==> config.mk <==
export PLATFORM = sky130hd
export DESIGN_NAME = inst_encoder
export DESIGN_NICKNAME = d
export VERILOG_FILES = /design/src/rtl/inst_encoder.sv
export SDC_FILE = /design/constraint.sdc
export NUM_CORES = 1
export LEC_CHECK = 0
export CAP_MARGIN = 10
export CORE_MARGIN = 2
export CORE_UTILIZATION = 43
export CTS_BUF_LIST = sky130_fd_sc_hd__clkbuf_8
export DETAILED_ROUTE_END_ITERATION = 12
export GPL_TIMING_DRIVEN = 0
export PLACE_DENSITY = 0.71
export SKIP_CTS_REPAIR_TIMING = 1
export SLEW_MARGIN = 25
export SYNTH_ARGS = -nofsm -noshare
export SYNTH_HDL_FRONTEND = slang
export SYNTH_SLANG_ARGS = --single-unit
export TNS_END_PERCENT = 1
==> constraint.sdc <==
create_clock -name clk -period 1.75 [get_ports clk]
set_input_delay 0.175 -clock clk [delete_from_list [all_inputs] [get_ports clk]]
set_output_delay 0.175 -clock clk [all_outputs]
set_load 0.01 [all_outputs]
==> src/rtl/inst_encoder.sv <==
// RISC-V immediate encoder: scatters a (format, immediate) pair into a base
// instruction word through a two-stage valid/ready pipeline with range checking.
module inst_encoder (
  input  logic        clk,
  input  logic        rst,
  input  logic        in_valid,
  output logic        in_ready,
  input  logic [2:0]  in_type,
  input  logic [31:0] in_imm,
  input  logic [31:0] in_base,
  output logic        out_valid,
  input  logic        out_ready,
  output logic [31:0] out_inst,
  output logic        out_err,
  output logic [7:0]  err_count
);

  localparam logic [2:0] TYPE_I = 3'd1;
  localparam logic [2:0] TYPE_S = 3'd2;
  localparam logic [2:0] TYPE_B = 3'd3;
  localparam logic [2:0] TYPE_U = 3'd4;
  localparam logic [2:0] TYPE_J = 3'd5;

  logic        s1_valid_reg;
  logic [2:0]  s1_type_reg;
  logic [31:0] s1_imm_reg;
  logic [31:0] s1_base_reg;
  logic        s1_err_reg;

  logic        out_valid_reg;
  logic [31:0] out_inst_reg;
  logic        out_err_reg;
  logic [7:0]  err_count_reg;

  logic        in_err;
  logic [31:0] enc_inst;
  logic        s2_load;
  logic        s1_advance;
  logic        in_fire;
  logic        out_fire;

  assign s2_load    = !out_valid_reg || out_ready;
  assign s1_advance = s1_valid_reg && s2_load;
  assign in_ready   = !s1_valid_reg || s1_advance;
  assign in_fire    = in_valid && in_ready;
  assign out_fire   = out_valid_reg && out_ready;

  // Range check: sign-extension bits must all agree with the top kept bit.
  always_comb begin
    in_err = 1'b0;
    case (in_type)
      TYPE_I, TYPE_S: in_err = !((&in_imm[31:11]) || !(|in_imm[31:11]));
      TYPE_B:         in_err = !((&in_imm[31:12]) || !(|in_imm[31:12])) || in_imm[0];
      TYPE_J:         in_err = !((&in_imm[31:20]) || !(|in_imm[31:20])) || in_imm[0];
      TYPE_U:         in_err = |in_imm[11:0];
      default:        in_err = 1'b1;
    endcase
  end

  // Scatter the immediate into the format's bit positions; invalid types pass the base through.
  always_comb begin
    enc_inst = s1_base_reg;
    case (s1_type_reg)
      TYPE_I: enc_inst[31:20] = s1_imm_reg[11:0];
      TYPE_S: begin
        enc_inst[31:25] = s1_imm_reg[11:5];
        enc_inst[11:7]  = s1_imm_reg[4:0];
      end
      TYPE_B: begin
        enc_inst[31]    = s1_imm_reg[12];
        enc_inst[30:25] = s1_imm_reg[10:5];
        enc_inst[11:8]  = s1_imm_reg[4:1];
        enc_inst[7]     = s1_imm_reg[11];
      end
      TYPE_U: enc_inst[31:12] = s1_imm_reg[31:12];
      TYPE_J: begin
        enc_inst[31]    = s1_imm_reg[20];
        enc_inst[30:21] = s1_imm_reg[10:1];
        enc_inst[20]    = s1_imm_reg[11];
        enc_inst[19:12] = s1_imm_reg[19:12];
      end
      default: enc_inst = s1_base_reg;
    endcase
  end

  always_ff @(posedge clk) begin
    if (rst) begin
      s1_valid_reg <= 1'b0;
      s1_type_reg  <= 3'd0;
      s1_imm_reg   <= 32'd0;
      s1_base_reg  <= 32'd0;
      s1_err_reg   <= 1'b0;
    end else begin
      if (in_fire) begin
        s1_valid_reg <= 1'b1;
        s1_type_reg  <= in_type;
        s1_imm_reg   <= in_imm;
        s1_base_reg  <= in_base;
        s1_err_reg   <= in_err;
      end else if (s1_advance) begin
        s1_valid_reg <= 1'b0;
      end
    end
  end

  always_ff @(posedge clk) begin
    if (rst) begin
      out_valid_reg <= 1'b0;
      out_inst_reg  <= 32'd0;
      out_err_reg   <= 1'b0;
    end else if (s2_load) begin
      out_valid_reg <= s1_valid_reg;
      if (s1_valid_reg) begin
        out_inst_reg <= enc_inst;
        out_err_reg  <= s1_err_reg;
      end
    end
  end

  always_ff @(posedge clk) begin
    if (rst) begin
      err_count_reg <= 8'd0;
    end else if (out_fire && out_err_reg && (err_count_reg != 8'd255)) begin
      err_count_reg <= err_count_reg + 8'd1;
    end
  end

  assign out_valid = out_valid_reg;
  assign out_inst  = out_inst_reg;
  assign out_err   = out_err_reg;
  assign err_count = err_count_reg;

endmodule

==> results of run 1 <==
## power breakdown
part | internal (W) | total, W | switching (W)
clock network | 0.000595 | 0.00145 | 0.000851
registers | 0.00266 | 0.00274 | 0.0000796
logic | 0.000367 | 0.000751 | 0.000384
total | 0.00362 | 0.00494 | 0.00131
## layout make-up
type                       count  area, sq um
multi-input combinational    402         2090
tap                          136          170
buffer                        39          179
fill                         940         4240
timing repair buffer         113         1130
inverter                       4         15.0
clock inverter                 5         33.8
sequential                   111         2220
clock buffer                  11          151
## layout by cell type (no fill, tap or decap), types with 3 or more instances in the layout
cell type,count
clkbuf_8,11
xor2_1,6
inv_1,5
o21ai_0,5
and3_1,3
clkdlybuf4s50_1,113
nand4_1,7
nand3_1,6
a222oi_1,6
a22oi_1,4
and2_1,4
xnor2_1,3
dfxtp_1,111
clkbuf_1,21
nor4_1,6
nor2_1,29
a21oi_1,87
buf_2,14
nand2_1,173
a211oi_1,18
nor3_1,3
mux2i_1,17
## per-layer routing
metal	routed length, um	up-vias	part of all wire, %	GRT usage, %
met1	5350	2028	43	28.4
met3	682	11	5.5	2.94
li1	-	2150	-	-
met2	6180	121	50	39.4
met4	182	0	1.5	6.86
met5	0	-	0	0
## worst max-delay path by stage
stage | from | endpoint | slack, ns
floorplan | err_count[0] | err_count[6] | 0.25
global placement | in_type[2] | s1_err_reg | -0.30
detailed placement | in_type[2] | s1_err_reg | -0.25
CTS | s1_type_reg[2] | out_inst[29] | 0.12
global route | out_valid | s1_base_reg[23] | 0.006
finish | in_type[2] | s1_err_reg | 0.07
## kinds of logic after synthesis
group | count (synthesis) | share of synthesized area [%]
AND/OR/NAND/NOR | 243 | 22.8
multiplexers | 17 | 3.78
XOR/XNOR | 9 | 1.75
buffers and inverters | 43 | 4.31
adder cells (fa/ha/maj) | 1 | 0.278
flip-flops | 111 | 49.4
AO/OA/AOI/OAI | 132 | 17.6
## per-stage QoR
step                      setup TNS [ns]  area [sq um]
after global placement             -5.45          5800
after floorplan                        0          4500
after detailed placement           -8.86          5800
after CTS                              0          5980
after global routing                   0          5990
final                                  0          5990
## critical path, cell delays in order
cell,delay (ns)
clkdlybuf4s50_1,0.63
or4b_1,0.48
nor3_2,0.21
a311oi_1,0.15
o21ai_1,0.15
o211ai_1,0.11
==> metrics.md, run 1 <==
| Metric | Value |
|---|---|
| Final std cells w/o fill | 821 |
| Reg clk slew, reported paths | approximately 0.1 ns |
| Grt total ovfl | 0 |
| All-Layer GR Usage | roughly 22% |
| Initial antenna violation count | 0 |
| Crit path max fanout | 6 |
| Worst Skew | roughly 0.012 ns |
| Number of synthesized flops with an enable pin | 0 |
| Finished Core Util | 58.5% |
| Hold endpoint | s1_base_reg[5] |
| Core Area | ~10,000 sq um |
| Mapped cell area | 4500 sq um |
| CTS Root Buffer Type | clkbuf_8 |
| Routed WL | between 10,000 and 15,000 um |
| Clock latency on the worst-skew pair | ~0.37 ns |
| Num CTS Buffers | 9 |
| Fmax | between 500 and 600 MHz |
| Nets@finish | between 700 and 800 |
| CTS max path bufs | 2 |
| Netlist cell types | 42 |
| Type of origin of the critical path | input pin |
| Final-report max-slew violation count | 0 |
| Syn Area/Cell | about 8 sq um |
| Total Power | between 0.004 and 0.005 W |
| CP arrival | approximately 1.9 ns |
| Top post-synthesis cells by count | nand2_1 (173), dfxtp_1 (111), a21oi_1 (87) |
| CTS tree | done |
| Area delta synth->final | 33.2% |
| Die area | 11,300 sq um |
| Place WS | -0.251 ns |
| Status | completed |
| Net Count, Synth | 628 |
| HPWL Detailed | slightly below 10,000 um |
| DR pass1 iterations | 5 |
| First-pass GRT wire length | ~20,000 um |
| Number of global-route vias before repair | around 4,200 |
| Placer Congestion | 0.877 |
| Max-cap viol count | 0 |
| Layout cells sized above 1 | under 10% |
| Crit end category | register |
| FF+latch count, synth | approximately 110 |
| Synth area leader | dfxtp_1 |
| Synth Warn # | 0 |
| HP Start | in_base[5] |
| Post-route antenna net violation count | 0 |
| Largest net degree at the start of global routing | 18 |
| Leakage power | around 2.2 nW |
| Largest cells by area after synthesis | dfxtp_1 (49%), nand2_1 (14%), a21oi_1 (9.7%) |
| Top cell type's share of synthesized area | around half |
| H-tree depth | 3 |
| Register area share after synthesis | 49.4% |
| PD cells | between 800 and 900 nW/um^2 |
| Placed insts | 805 |
| Critical R2R Capture | s1_base_reg[22] |
| Boundary Pins | around 110 |
| Worst slew pin tran | a little over 0.6 ns |
| Drt wl/cell | approximately 15 um |
| Final setup fails | 0 |
| # DRC | 0 |
| CP Class | in -> reg |
| Ys flop type | dfxtp_1 |
| Gate count of the mapped netlist | 556 |
| Routed via count | about 4,300 |
| Die Ht | about 110 um |
| Port-buffer cells | 113 |
| VDD IR max | around 0.00049 V |
| CP Data Required Time | a little under 2 ns |
| Detailed Route Iter0 Violations | 245 |
| Die X-Extent | 106 um |
| Clock Sinks | 111 |
| Reg2Reg Setup Slack | 0.11 ns |
| Hold depth | 3 |
| Slew margin rel. | 58.9% |
| Final Critical Period | roughly 1.7 ns |
| Tightest hold margin | approximately 0.34 ns |
| Synth async-reset ratio | 0% |
| Reg2reg start | out_valid |
| Period utilization | 95.9% |
| Ant. Diodes | 0 |
| Final WS setup | between 0.07 and 0.08 ns |
| RSZ-0062 raised after global routing | false |
| Most frequent cell after synthesis | nand2_1 |
| Final hold vios | 0 |
| Reg2reg path depth | 6 |
| Vias per cell | roughly 5.2 |
| Min-delay worst type | in -> reg |
| Starting density of the core | 44.0% |
| Row cnt | 37 |
Power figures use the tool's default switching activity.
==> run 2: changes to the inputs <==
SLEW_MARGIN = default   (was 25)
==> results of run 2 <==
The final DEF is identical to that of run 1; final timing and power are the same.
==> run 3: changes to the inputs <==
CAP_MARGIN = default   (was 10)
==> results of run 3 <==
The final DEF is identical to that of run 1; final timing and power are the same.
